## config.mk

```make
export PLATFORM = sky130hd
export DESIGN_NAME = sigmoid_wb_buffer_flat
export DESIGN_NICKNAME = d
export VERILOG_FILES = /design/src/rtl/sigmoid_wb_buffer_if.sv /design/src/rtl/sigmoid_wb_buffer.sv /design/src/flat_wrapper.sv
export SDC_FILE = /design/constraint.sdc
export NUM_CORES = 1
export LEC_CHECK = 0
export ABC_CLOCK_PERIOD_IN_PS = 6750
export CAP_MARGIN = 0
export CELL_PAD_IN_SITES_DETAIL_PLACEMENT = 1
export CELL_PAD_IN_SITES_GLOBAL_PLACEMENT = 2
export CORE_ASPECT_RATIO = 0.8
export CORE_MARGIN = 2
export CORE_UTILIZATION = 45
export CTS_BUF_LIST = sky130_fd_sc_hd__clkbuf_8 sky130_fd_sc_hd__clkbuf_16
export DETAILED_ROUTE_END_ITERATION = 16
export GPL_TIMING_DRIVEN = 0
export PLACE_DENSITY_LB_ADDON = 0.25
export SYNTH_ARGS = -nofsm -noshare
export SYNTH_HDL_FRONTEND = slang
export SYNTH_SLANG_ARGS = --single-unit
```

## constraint.sdc

```tcl
create_clock -name CLK -period 6.75 [get_ports CLK]
set_input_delay 0.675 -clock CLK [delete_from_list [all_inputs] [get_ports CLK]]
set_output_delay 0.675 -clock CLK [all_outputs]
set_load 0.005 [all_outputs]
```

## src/rtl/sigmoid_wb_buffer_if.sv

```systemverilog
// Bundle of the upstream sigmoid result group, register-file write port and status
// signals of the sigmoid writeback buffer; slave is the buffer, master drives it.
interface sigmoid_wb_buffer_if;
  logic        reg_wen_o;
  logic [3:0]  word_sel_o;
  logic [4:0]  index_o;
  logic [31:0] result_0;
  logic [31:0] result_1;
  logic [31:0] result_2;
  logic [31:0] result_3;
  logic        error_0;
  logic        error_1;
  logic        error_2;
  logic        error_3;
  logic        empty;
  logic        rf_grant;
  logic        err_clr;
  logic        rf_wen;
  logic [4:0]  rf_index;
  logic [3:0]  rf_word_sel;
  logic [31:0] rf_wdata_0;
  logic [31:0] rf_wdata_1;
  logic [31:0] rf_wdata_2;
  logic [31:0] rf_wdata_3;
  logic        stall_o;
  logic [3:0]  err_lane;
  logic        overflow;
  logic        idle;

  modport master (
    output reg_wen_o, word_sel_o, index_o, result_0, result_1, result_2, result_3,
           error_0, error_1, error_2, error_3, empty, rf_grant, err_clr,
    input  rf_wen, rf_index, rf_word_sel, rf_wdata_0, rf_wdata_1, rf_wdata_2, rf_wdata_3,
           stall_o, err_lane, overflow, idle
  );

  modport slave (
    input  reg_wen_o, word_sel_o, index_o, result_0, result_1, result_2, result_3,
           error_0, error_1, error_2, error_3, empty, rf_grant, err_clr,
    output rf_wen, rf_index, rf_word_sel, rf_wdata_0, rf_wdata_1, rf_wdata_2, rf_wdata_3,
           stall_o, err_lane, overflow, idle
  );
endinterface

```

## src/rtl/sigmoid_wb_buffer.sv

```systemverilog
// Writeback FIFO between the four-lane sigmoid unit and the register-file write port.
// Optional macro SIGMOID_WB_BYPASS_EN adds a zero-latency path when the FIFO is empty.
module sigmoid_wb_buffer #(
  parameter int DEPTH = 4,
  parameter int SKID  = 2
) (
  input  logic                CLK,
  input  logic                nRST,
  sigmoid_wb_buffer_if.slave  wb
);

  localparam int AW = (DEPTH > 1) ? $clog2(DEPTH) : 1;
  localparam logic [AW:0] FULL_CNT  = (AW + 1)'(DEPTH);
  localparam logic [AW:0] STALL_CNT = (AW + 1)'(DEPTH - SKID);

  logic [AW-1:0]     wr_ptr_q, wr_ptr_d;
  logic [AW-1:0]     rd_ptr_q, rd_ptr_d;
  logic [AW:0]       cnt_q, cnt_d;
  logic [4:0]        idx_q  [DEPTH];
  logic [4:0]        idx_d  [DEPTH];
  logic [3:0]        sel_q  [DEPTH];
  logic [3:0]        sel_d  [DEPTH];
  logic [3:0][31:0]  data_q [DEPTH];
  logic [3:0][31:0]  data_d [DEPTH];
  logic [3:0]        err_lane_q, err_lane_d;
  logic              overflow_q, overflow_d;

  logic [3:0][31:0]  in_data_s;
  logic [3:0]        in_err_s;
  logic              push_s;
  logic              fifo_empty_s;
  logic              full_s;
  logic              byp_s;
  logic              pop_s;
  logic              wr_en_s;
  logic              drop_s;

  // Push/pop/drop decisions for the current cycle
  always_comb begin
    in_data_s    = {wb.result_3, wb.result_2, wb.result_1, wb.result_0};
    in_err_s     = {wb.error_3, wb.error_2, wb.error_1, wb.error_0};
    push_s       = wb.reg_wen_o && (wb.word_sel_o != 4'b0000);
    fifo_empty_s = (cnt_q == '0);
    full_s       = (cnt_q == FULL_CNT);
`ifdef SIGMOID_WB_BYPASS_EN
    byp_s        = fifo_empty_s && push_s;
`else
    byp_s        = 1'b0;
`endif
    pop_s        = !fifo_empty_s && wb.rf_grant;
    // A bypassed group granted in the same cycle never enters the FIFO.
    wr_en_s      = push_s && !(byp_s && wb.rf_grant) && (!full_s || pop_s);
    drop_s       = push_s && full_s && !pop_s;
  end

  // Next-state for pointers, occupancy, storage and sticky status
  always_comb begin
    wr_ptr_d   = wr_ptr_q;
    rd_ptr_d   = rd_ptr_q;
    cnt_d      = cnt_q;
    idx_d      = idx_q;
    sel_d      = sel_q;
    data_d     = data_q;
    if (wr_en_s) begin
      idx_d[wr_ptr_q]  = wb.index_o;
      sel_d[wr_ptr_q]  = wb.word_sel_o;
      data_d[wr_ptr_q] = in_data_s;
      wr_ptr_d         = wr_ptr_q + AW'(1);
    end else begin
      wr_ptr_d         = wr_ptr_q;
    end
    if (pop_s) begin
      rd_ptr_d = rd_ptr_q + AW'(1);
    end else begin
      rd_ptr_d = rd_ptr_q;
    end
    case ({wr_en_s, pop_s})
      2'b10:   cnt_d = cnt_q + (AW + 1)'(1);
      2'b01:   cnt_d = cnt_q - (AW + 1)'(1);
      default: cnt_d = cnt_q;
    endcase
    // Set beats clear when both land in the same cycle.
    err_lane_d = (wb.err_clr ? 4'b0000 : err_lane_q) |
                 (push_s ? (in_err_s & wb.word_sel_o) : 4'b0000);
    overflow_d = (wb.err_clr ? 1'b0 : overflow_q) | drop_s;
  end

  // State registers, flushed asynchronously by nRST
  always_ff @(posedge CLK or negedge nRST) begin
    if (!nRST) begin
      wr_ptr_q   <= '0;
      rd_ptr_q   <= '0;
      cnt_q      <= '0;
      err_lane_q <= 4'b0000;
      overflow_q <= 1'b0;
      for (int i = 0; i < DEPTH; i++) begin
        idx_q[i]  <= 5'd0;
        sel_q[i]  <= 4'd0;
        data_q[i] <= {4{32'd0}};
      end
    end else begin
      wr_ptr_q   <= wr_ptr_d;
      rd_ptr_q   <= rd_ptr_d;
      cnt_q      <= cnt_d;
      err_lane_q <= err_lane_d;
      overflow_q <= overflow_d;
      idx_q      <= idx_d;
      sel_q      <= sel_d;
      data_q     <= data_d;
    end
  end

  // Register-file port and status outputs
  always_comb begin
    wb.rf_wen   = !fifo_empty_s || byp_s;
    wb.stall_o  = (cnt_q >= STALL_CNT);
    wb.err_lane = err_lane_q;
    wb.overflow = overflow_q;
    wb.idle     = fifo_empty_s && wb.empty;
    if (byp_s) begin
      wb.rf_index    = wb.index_o;
      wb.rf_word_sel = wb.word_sel_o;
      wb.rf_wdata_0  = in_data_s[0];
      wb.rf_wdata_1  = in_data_s[1];
      wb.rf_wdata_2  = in_data_s[2];
      wb.rf_wdata_3  = in_data_s[3];
    end else if (!fifo_empty_s) begin
      wb.rf_index    = idx_q[rd_ptr_q];
      wb.rf_word_sel = sel_q[rd_ptr_q];
      wb.rf_wdata_0  = data_q[rd_ptr_q][0];
      wb.rf_wdata_1  = data_q[rd_ptr_q][1];
      wb.rf_wdata_2  = data_q[rd_ptr_q][2];
      wb.rf_wdata_3  = data_q[rd_ptr_q][3];
    end else begin
      wb.rf_index    = 5'd0;
      wb.rf_word_sel = 4'd0;
      wb.rf_wdata_0  = 32'd0;
      wb.rf_wdata_1  = 32'd0;
      wb.rf_wdata_2  = 32'd0;
      wb.rf_wdata_3  = 32'd0;
    end
  end

endmodule

```

## src/flat_wrapper.sv

```systemverilog
// flat-port wrapper written by rule: the top's interface ports become plain ports
module sigmoid_wb_buffer_flat 
#(
  parameter int DEPTH = 4,
  parameter int SKID  = 2
)
  (CLK, nRST, wb_reg_wen_o, wb_word_sel_o, wb_index_o, wb_result_0, wb_result_1, wb_result_2, wb_result_3, wb_error_0, wb_error_1, wb_error_2, wb_error_3, wb_empty, wb_rf_grant, wb_err_clr, wb_rf_wen, wb_rf_index, wb_rf_word_sel, wb_rf_wdata_0, wb_rf_wdata_1, wb_rf_wdata_2, wb_rf_wdata_3, wb_stall_o, wb_err_lane, wb_overflow, wb_idle);
  sigmoid_wb_buffer_if wb_i ();
  input  logic CLK;
  input  logic nRST;
  input wire logic [$bits(wb_i.reg_wen_o)-1:0] wb_reg_wen_o;
  input wire logic [$bits(wb_i.word_sel_o)-1:0] wb_word_sel_o;
  input wire logic [$bits(wb_i.index_o)-1:0] wb_index_o;
  input wire logic [$bits(wb_i.result_0)-1:0] wb_result_0;
  input wire logic [$bits(wb_i.result_1)-1:0] wb_result_1;
  input wire logic [$bits(wb_i.result_2)-1:0] wb_result_2;
  input wire logic [$bits(wb_i.result_3)-1:0] wb_result_3;
  input wire logic [$bits(wb_i.error_0)-1:0] wb_error_0;
  input wire logic [$bits(wb_i.error_1)-1:0] wb_error_1;
  input wire logic [$bits(wb_i.error_2)-1:0] wb_error_2;
  input wire logic [$bits(wb_i.error_3)-1:0] wb_error_3;
  input wire logic [$bits(wb_i.empty)-1:0] wb_empty;
  input wire logic [$bits(wb_i.rf_grant)-1:0] wb_rf_grant;
  input wire logic [$bits(wb_i.err_clr)-1:0] wb_err_clr;
  output wire logic [$bits(wb_i.rf_wen)-1:0] wb_rf_wen;
  output wire logic [$bits(wb_i.rf_index)-1:0] wb_rf_index;
  output wire logic [$bits(wb_i.rf_word_sel)-1:0] wb_rf_word_sel;
  output wire logic [$bits(wb_i.rf_wdata_0)-1:0] wb_rf_wdata_0;
  output wire logic [$bits(wb_i.rf_wdata_1)-1:0] wb_rf_wdata_1;
  output wire logic [$bits(wb_i.rf_wdata_2)-1:0] wb_rf_wdata_2;
  output wire logic [$bits(wb_i.rf_wdata_3)-1:0] wb_rf_wdata_3;
  output wire logic [$bits(wb_i.stall_o)-1:0] wb_stall_o;
  output wire logic [$bits(wb_i.err_lane)-1:0] wb_err_lane;
  output wire logic [$bits(wb_i.overflow)-1:0] wb_overflow;
  output wire logic [$bits(wb_i.idle)-1:0] wb_idle;
  assign wb_i.reg_wen_o = wb_reg_wen_o;
  assign wb_i.word_sel_o = wb_word_sel_o;
  assign wb_i.index_o = wb_index_o;
  assign wb_i.result_0 = wb_result_0;
  assign wb_i.result_1 = wb_result_1;
  assign wb_i.result_2 = wb_result_2;
  assign wb_i.result_3 = wb_result_3;
  assign wb_i.error_0 = wb_error_0;
  assign wb_i.error_1 = wb_error_1;
  assign wb_i.error_2 = wb_error_2;
  assign wb_i.error_3 = wb_error_3;
  assign wb_i.empty = wb_empty;
  assign wb_i.rf_grant = wb_rf_grant;
  assign wb_i.err_clr = wb_err_clr;
  assign wb_rf_wen = wb_i.rf_wen;
  assign wb_rf_index = wb_i.rf_index;
  assign wb_rf_word_sel = wb_i.rf_word_sel;
  assign wb_rf_wdata_0 = wb_i.rf_wdata_0;
  assign wb_rf_wdata_1 = wb_i.rf_wdata_1;
  assign wb_rf_wdata_2 = wb_i.rf_wdata_2;
  assign wb_rf_wdata_3 = wb_i.rf_wdata_3;
  assign wb_stall_o = wb_i.stall_o;
  assign wb_err_lane = wb_i.err_lane;
  assign wb_overflow = wb_i.overflow;
  assign wb_idle = wb_i.idle;
  sigmoid_wb_buffer #(.DEPTH(DEPTH), .SKID(SKID)) u_core (.CLK(CLK), .nRST(nRST), .wb(wb_i));
endmodule
```

Word level (Yosys, flattened, before mapping)
Index checks and enable logic that the tools add are counted.
{ "totals": {"output_inout_bits": 145, "romBits": 0, "word_cells": 87, "ramBits": 0, "latchBits": 0, "ff_bits": 560, "memories": 0, "input_bits": 147} }
{ "op_classes": {"addsub": 4, "mul": 0, "n_lt_le_gt_ge": 4, "n_eq_ne": 3, "muxes": 28, "shifts": 0, "div": 0, "bitwise": 5, "reduce_logical": 14} }
{ "op_table": {"columns": ["cell", "count"], "rows": [
  ["$bwmux 512", 1],
  ["$mux 128", 3],
  ["$bmux 128 s2", 1],
  ["$demux 128 s2", 1],
  ["$mux 32", 4],
  ["$mux 4", 6],
  ["$bwmux 20", 1],
  ["$mux 5", 4],
  ["$bwmux 16", 1],
  ["$bmux 5 s2", 1],
  ["$demux 5 s2", 1],
  ["$bmux 4 s2", 1],
  ["$demux 4 s2", 1],
  ["$logic_and 1x1->1", 7],
  ["$ge 3x3->1 const B", 2],
  ["$not 2->3", 2],
  ["$pmux 3 s2", 1],
  ["$add 2x1->2 const B", 2],
  ["$and 4x4->4", 1],
  ["$or 4x4->4", 1],
  ["$reduce_bool 4->1", 1],
  ["$add 3x1->3 const B", 1],
  ["$eq 3x3->1 const B", 1],
  ["$ge 3x2->1 const B", 1],
  ["other kinds (10)", 12]
]} }

Longest topological paths before layout
Gate-level depths: netlist (run 1).
{ "depth": {"ltp_word": 7, "mapped_depth": 9, "ltp_nobuf": 8} }

Worst setup path after synthesis (run 1)
Ideal clock, no wire load.
{ "synth_path": {"path_type": "input to register", "start": "input port wb_rf_grant", "end": "register u_core.cnt_q[2]", "t_required_ns": 6.671, "path_slack_ns": 4.276, "path_stages": 9, "n_path_buf": 1, "setup_ns": 0.079, "t_arrival_ns": 2.395, "cell_sequence": "or4b_4 > buf_6 > nand2_1 > ha_1 > inv_1 > fa_1 > xor2_1 > nor2_1 > xor2_1"} }
{ "synth_via": {"elab_chain_cells": 5, "word_cells_on_any_way": 7, "cone_classes": "2 x eq/ne; 1 x mux; 4 x reduce/logical"} }
{ "synth_lines": {"columns": ["element", "line", "text"], "rows": [
  ["start: declaration", "flat_wrapper.sv:23", "input wire logic [$bits(wb_i.rf_grant)-1:0] wb_rf_grant;"],
  ["$logic_and 1x1->1 *", "sigmoid_wb_buffer.sv:50", "pop_s = !fifo_empty_s && wb.rf_grant;"],
  ["$logic_or 1x1->1", "sigmoid_wb_buffer.sv:52", "wr_en_s = push_s && !(byp_s && wb.rf_grant) && (!full_s || pop_s);"],
  ["$logic_and 1x1->1", "sigmoid_wb_buffer.sv:52", null],
  ["$eq 2x1->1 / $eq 2x2->1 (equally long branches)", "sigmoid_wb_buffer.sv:77", "case ({wr_en_s, pop_s})"],
  ["$pmux 3 s2 / $reduce_bool 2->1 (equally long branches)", null, null],
  ["end signal: assignment", "sigmoid_wb_buffer.sv:104", "cnt_q <= cnt_d;"],
  ["end: declaration", "sigmoid_wb_buffer.sv:18", "logic [AW:0] cnt_q, cnt_d;"]
]} }
Every way passes the cells marked *; elsewhere a longest branch is shown, timed or not.
A chain may end at the register's enable or synchronous reset.

Worst setup path in the final report (run 1)
{ "layout_path": {"start": "register u_core.rd_ptr_q[1]", "end": "output port wb_rf_wdata_0[1]"} }
{ "layout_via": {"elab_chain_cells": 5} }
{ "layout_lines": {"columns": ["element", "line", "text"], "rows": [
  ["start: declaration", "sigmoid_wb_buffer.sv:17", "logic [AW-1:0] rd_ptr_q, rd_ptr_d;"],
  ["start signal: assignment", "sigmoid_wb_buffer.sv:103", "rd_ptr_q <= rd_ptr_d;"],
  ["$not 2->3 (not written as such)", "sigmoid_wb_buffer.sv:130", "wb.rf_wdata_0 = data_q[rd_ptr_q][0];"],
  ["$bmux 128 s2", "sigmoid_wb_buffer.sv:130", null],
  ["$mux 128 (not written as such) (2 in series)", "sigmoid_wb_buffer.sv:130", null],
  ["$mux 32", "sigmoid_wb_buffer.sv:127", "end else if (!fifo_empty_s) begin"],
  ["end: declaration", "flat_wrapper.sv:28", "output wire logic [$bits(wb_i.rf_wdata_0)-1:0] wb_rf_wdata_0;"]
]} }
No other way between the ends. The select of a mux whose other input is x is not followed.

==> results of run 1 <==
cells by family (layout without fill, tap and decap cells):
group / Yosys count / after routing / synth area share (%)
AOI/OAI and AO/OA: 6 / 6 / 0.1736
xor gates and xnor gates: 6 / 6 / 0.1919
adders and majority gates: 6 / 6 / 0.3015
buffers and inverters: 120 / 518 / 5.184
DFF: 560 / 560 / 51.16
muxes: 687 / 687 / 39.35
other: 0 / 6 / 0
and+or+nand+nor: 153 / 153 / 3.640
power groups by stage:
stage	clock network, uW	registers [uW]	logic (uW)
4_1_cts	3130	6030	9350
3_5_place_dp	0	6020	9290
3_3_place_gp	0	5960	9110
6_report	3040	6040	9180
5_1_grt	3260	6240	9810
2_1_floorplan	0	5690	6090
synth_stat cells (all sizes together):
cell	n	share of area, %
and2	138	3.2
o41a	1	0.078
mux2i	1	0.037
nand2	1	0.014
or3	1	0.027
mux4	137	11
xor2	3	0.096
nor2	2	0.027
xnor2	3	0.096
o21ai	4	0.073
or4b	1	0.050
clkbuf	27	0.37
ha	5	0.23
fa	1	0.073
mux2	549	28
buf	81	4.6
dfrtp	560	51
o22ai	1	0.023
nand3	9	0.35
inv	12	0.16
or2	1	0.023
cells in the final DEF, fill, tap and decap left out, drive strengths merged:
cell type / Yosys / routed
or4b: 1 / 1
xor2: 3 / 3
o41a: 1 / 1
buf: 81 / 87
mux4: 137 / 137
and2: 138 / 138
clkinv: 0 / 11
nand2: 1 / 1
diode: 0 / 6
clkbuf: 27 / 96
nor2: 2 / 2
o22ai: 1 / 1
nand3: 9 / 9
mux2: 549 / 549
mux2i: 1 / 1
o21ai: 4 / 4
bufinv: 0 / 1
dfrtp: 560 / 560
xnor2: 3 / 3
or3: 1 / 1
ha: 5 / 5
dlygate4sd3: 0 / 1
inv: 12 / 32
or2: 1 / 1
fa: 1 / 1
clkdlybuf4s50: 0 / 290
state kept, by name, summed over array words and instances (netlist names):
signal              cells
u_core.data_q         512
u_core.wb.overflow      1
u_core.cnt_q            3
u_core.rd_ptr_q         2
u_core.idx_q           20
u_core.wb.err_lane      4
u_core.wr_ptr_q         2
u_core.sel_q           16
worst paths after layout:
kind	startpoint	to	slack, ns	cells past startpoint
setup reg to reg	u_core.cnt_q[1]	u_core.cnt_q[2]	4.33	9
hold / removal	u_core.data_q[251]	u_core.data_q[251]	0.50	1
hold reg to reg	u_core.data_q[251]	u_core.data_q[251]	0.50	1
min in group asynchronous	nRST	u_core.data_q[402]	0.56	2
setup / recovery	u_core.rd_ptr_q[1]	wb_rf_wdata_0[1]	2.49	5
max in group asynchronous	nRST	u_core.data_q[247]	4.78	4
worst register-to-register path: stages, from the launching register on:
cell	delay [ns]
dfrtp_1	0.41
or4b_4	0.54
buf_6	0.16
nand2_1	0.15
ha_1	0.21
inv_1	0.07
fa_1	0.38
xor2_1	0.15
nor2_1	0.11
xor2_1	0.15
layer usage:
metal	vias to the layer above	wire [microns]
met2	265	31900
met3	93	3127
met1	7899	29720
met4	4	1301
met5	-	34
li1	6328	-
per-stage QoR:
step                      cell area [sq um]  total power (uW)  hold WS (ns)  utilization [%]  instances
after floorplan                       27390             11780        0.3794                -       1538
after global placement                31280             15070        0.4798            52.17       2608
after detailed placement              31420             15310        0.4898            52.41       2613
after CTS                             33210             18510        0.5030            55.39       2715
after global routing                  33220             19320        0.5116            55.40       2716
final                                 33230             18270        0.5014            55.42       2721
final cells by class:
class	count	area, sq um	area share (%)
Timing Repair Buffer	297	3065	9.225
Sequential cell	560	14010	42.17
Clock inverter	32	165.2	0.4970
Multi-Input combinational cell	858	11960	35.99
Buffer	108	1376	4.142
Antenna cell	6	15.01	0.04519
Tap cell	779	974.7	2.933
Inverter	12	45.04	0.1356
Clock buffer	69	1614	4.857
==> qor.csv, run 1 <==
metric,value,unit
n_fill_cell,5474,
clkTransAtPathRegs,0.06,ns
dp_hpwl,43760,microns
htreeDepth,2,
fin_worst_skew,0.03295,ns
grt_use_met3,4.072,%
synth.net_count,1691,
nets,2048,
max_slew_margin,29.48,%
fp-row-count,80,
clock_power_share,16.6,%
leakage,0.01529,uW
synth_cell_types,27,
cts_sinks,560,
drc,0,
cp_cell_sequence,"clkbuf_1, buf_1, mux4_2, and2_1, clkdlybuf4s50_1",
p_seq_share,33.1,%
combPwrFrac,50.3,%
numPortBuffers,291,
met2_usage,34.57,%
finalHoldViolCount,0,
max_stage_delay,0.79,ns
intPower,12890,uW
gp_congestion,0.7466,
start_util,45.69,%
overflow,0,
postCtsHoldBufs,1,
fin_crit,4.258,ns
grt_util_met1,30.41,%
dieWidth,279.8,microns
p_switching,5382,uW
vias,14590,
routed_wl,66080,microns
yosysWarnings,0,
ctsResizeCount,0,
synth_area_per_cell,17.81,sq um
crit_slowest_cell,clkbuf_1,
syn_inst,1538,
area_delta_synth_final,21.30,%
grt_usage,21.51,%
final.setup.tns,0,ns
criticalPathCategory,flop to primary output,
final.period_utilization,63.08,%
place_worst_setup_slack,2.952,ns
rsz0062_at_grt,no,
setup_viol,0,
outcome,"complete, no violations",
cts_buffers,58,
dr.pass1.iters,4,
routedWlPerCell,24.29,microns
cp_top_family,buffers and inverters,
grt_antenna_before_repair,8,
cap_violations,0,
clk_path_buf_depth,3,
layout-drive-gt1-share,44.37,%
cp_max_fo,11,
io_pins,292,
start_kind,flop,
cts_setup_buffers,0,
worst_slack,2.492,ns
worst_pin_slew,1.058,ns
grt-busiest-layer,met2,
clk_latency,0.61,ns
end_kind,primary output,
synth_area,0.02739,sq mm
grt_pass1_vias,16700,
ctsRootBufferMaster,clkbuf_16,
worst-path-buf-inv,3,
ys_seq_elements,560,
hold_class,flop to flop,
max_freq,0.2349,GHz
slew_violations,0,
ys_seq_area_share,51.16,%
grt_max_degree,116,
avgViaCountPerCell,5.362,
grt_pass1_wl,103900,microns
swShare,29.46,%
die_height,224.7,microns
postRouteAntennaNets,0,
ir_worst_vdd,0.2506,mV
first_iter_violations,621,
p_per_area,549.8,mW/mm^2
cts_tree,yes,
arrival,3.58,ns
fp.coreArea,0.05996,sq mm
die-area,0.06287,sq mm
crit_required,6.07,ns
(Power assumes the default switching activity.)
==> inputs of run 2 (changes only) <==
ABC_CLOCK_PERIOD_IN_PS = 3480   (was 6750)
CORE_UTILIZATION = 39   (was 45)
clock period = 3.48 ns   (was 6.75 ns; I/O delays follow)
==> run 2 against run 1 <==
Core utilization fell by 6.8 points. Sequential cell count stayed put. Sequential share of layout area is 0.51 points lower. Design area increased by 1.2%. Power grew 96%. Worst setup slack got worse by 2.4 ns. Critical path depth stayed put. Die area grew 15%. Combinational power rose by 95%. Sequential power rose by 94%. Via count fell by 0.47%. Largest cell class unchanged.
==> qor.csv, run 2 (synthesized netlist as in run 1, its figures left out) <==
metric,value,unit,change
outcome,"complete, no violations",,unchanged
grt_pass1_vias,16860,,was 16.70k
grt_max_degree,122,,was 116
start_util,39.59,%,was 45.69%
dieWidth,300.3,microns,was 279.8 microns
worst_pin_slew,0.7434,ns,was 1.058 ns
end_kind,primary output,,unchanged
routedWlPerCell,23.71,microns,was 24.29 microns
avgViaCountPerCell,5.061,,was 5.362
overflow,0,,unchanged
max_slew_margin,50.44,%,was 29.48%
start_kind,flop,,unchanged
layout-drive-gt1-share,45.75,%,was 44.37%
routed_wl,68010,microns,"was 66,080 microns"
fin_crit,3.348,ns,
vias,14520,,was 14.59k
die-area,0.07239,sq mm,was 0.06287 sq mm
grt_usage,19.05,%,was 21.51%
cp_max_fo,10,,was 11
cts_sinks,560,,unchanged
cts_buffers,59,,was 58
clk_latency,0.60,ns,was 0.61 ns
fp.coreArea,0.06919,sq mm,was 0.05996 sq mm
n_fill_cell,6559,,"was 5,474"
max_freq,0.2987,GHz,
cts_tree,yes,,unchanged
finalHoldViolCount,0,,unchanged
grt_pass1_wl,105700,microns,"was 103,900 microns"
nets,2049,,"was 2,048"
die_height,241.0,microns,was 224.7 microns
dp_hpwl,44530,microns,"was 43,760 microns"
setup_viol,0,,unchanged
largest_reg_flops,512,,unchanged
fin_worst_skew,0.01711,ns,was 0.03295 ns
cap_violations,0,,unchanged
clkTransAtPathRegs,0.06,ns,about the same
fp-row-count,86,,was 80
dp_cells,2758,,"was 2,613"
slew_violations,0,,unchanged
leakage,0.01540,uW,was 0.01529 uW
numPortBuffers,291,,unchanged
drc,0,,unchanged
crit_required,3.13,ns,was 6.07 ns
area_delta_synth_final,22.80,%,was 21.30%
ir_worst_vdd,0.5193,mV,was 0.2506 mV
clk_path_buf_depth,3,,unchanged
r2r_cells,9,,unchanged
htreeDepth,2,,unchanged
hold_class,input port to async pin,,was flop to flop
criticalPathCategory,flop to primary output,,unchanged
p_per_area,1066,mW/mm^2,was 549.8 mW/mm^2
final.period_utilization,96.20,%,
regMostFlops,u_core.data_q,,unchanged
gp_congestion,0.7491,,was 0.7466
dr.pass1.iters,4,,unchanged
ctsRootBufferMaster,clkbuf_16,,unchanged
reg.largest.list,"u_core.data_q x512, u_core.idx_q x20, u_core.sel_q x16",,unchanged
final_common_cell,dfrtp_1,,unchanged
grt_antenna_before_repair,8,,unchanged
first_iter_violations,623,,was 621
final_cell_mix,"dfrtp_1, mux2_4, clkdlybuf4s50_1",,unchanged
arrival,3.00,ns,was 3.58 ns
io_pins,292,,unchanged
postRouteAntennaNets,0,,unchanged
layoutNonFillerInstCount,2869,,"was 2,721"
final.setup.tns,0,ns,unchanged
[run 2: cell type report]
cell class,count,area [sq um],share of cell area [%]
diodes,2,5.005,0.01488
plain buffers,108,1451,4.315
clock buffers,78,1738,5.166
clock inverters,30,202.7,0.6026
inverters,12,45.04,0.1339
multi-input cells,858,11960,35.55
flip-flops and latches,560,14010,41.66
well taps,924,1156,3.437
repair buffers,297,3068,9.120
[run 2: metal layers]
| layer | routed length [microns] | global-route usage (%) | vias to the layer above |
|---|---|---|---|
| met2 | 32700 | 30.96 | 251 |
| li1 | - | - | 6312 |
| met1 | 30600 | 26.34 | 7853 |
| met5 | 73 | 0 | - |
| met3 | 3562 | 4.294 | 92 |
| met4 | 1083 | 3.712 | 12 |
[run 2: metrics by stage]
step / setup WS [ns] / hold slack [ns] / instance area [sq um] / power, uW / util (%)
finish: 0.1322 / 0.2938 / 33640 / 35870 / 48.62
global route: -0.001547 / 0.3231 / 33640 / 38050 / 48.61
CTS: -0.01947 / 0.2929 / 33600 / 36450 / 48.56
detailed placement: 0.1193 / 0.3634 / 31610 / 29800 / 45.68
global placement: -23.00 / 0.4809 / 31460 / 29410 / 45.47
floorplan: 1.250 / 0.05241 / 27390 / 22850 / -
[run 2: where the power goes]
group / internal (uW) / switching [uW]
logic: 11900 / 6040
clock network: 3630 / 2670
registers: 9860 / 1810
[run 2: final timing paths]
path	from	to	slack, ns
max in group asynchronous	nRST	u_core.data_q[370]	1.35
worst max register to register	u_core.cnt_q[1]	u_core.cnt_q[2]	1.04
worst min-delay path	nRST	u_core.data_q[21]	0.29
worst min register to register	u_core.cnt_q[2]	u_core.cnt_q[2]	0.50
worst max-delay path	u_core.rd_ptr_q[1]	wb_rf_wdata_3[25]	0.13
min in group CLK	wb_error_1	u_core.wb.err_lane[1]	0.36
[run 2: critical path: stages, from the launching register on]
cell             delay (ns)
dfrtp_1                0.36
clkbuf_2               0.39
buf_1                  0.62
mux4_2                 0.40
and2_1                 0.18
clkdlybuf4s50_1        0.44
[run 2: timing repair]
item / CTS / global route
hold buffers: 1 / 0
setup buffers: 0 / 0
setup endpoints to repair: 121 / 89
endpoints found under the hold margin: 72 / 0
resized for setup: 19 / 18
cloned: 0 / 0
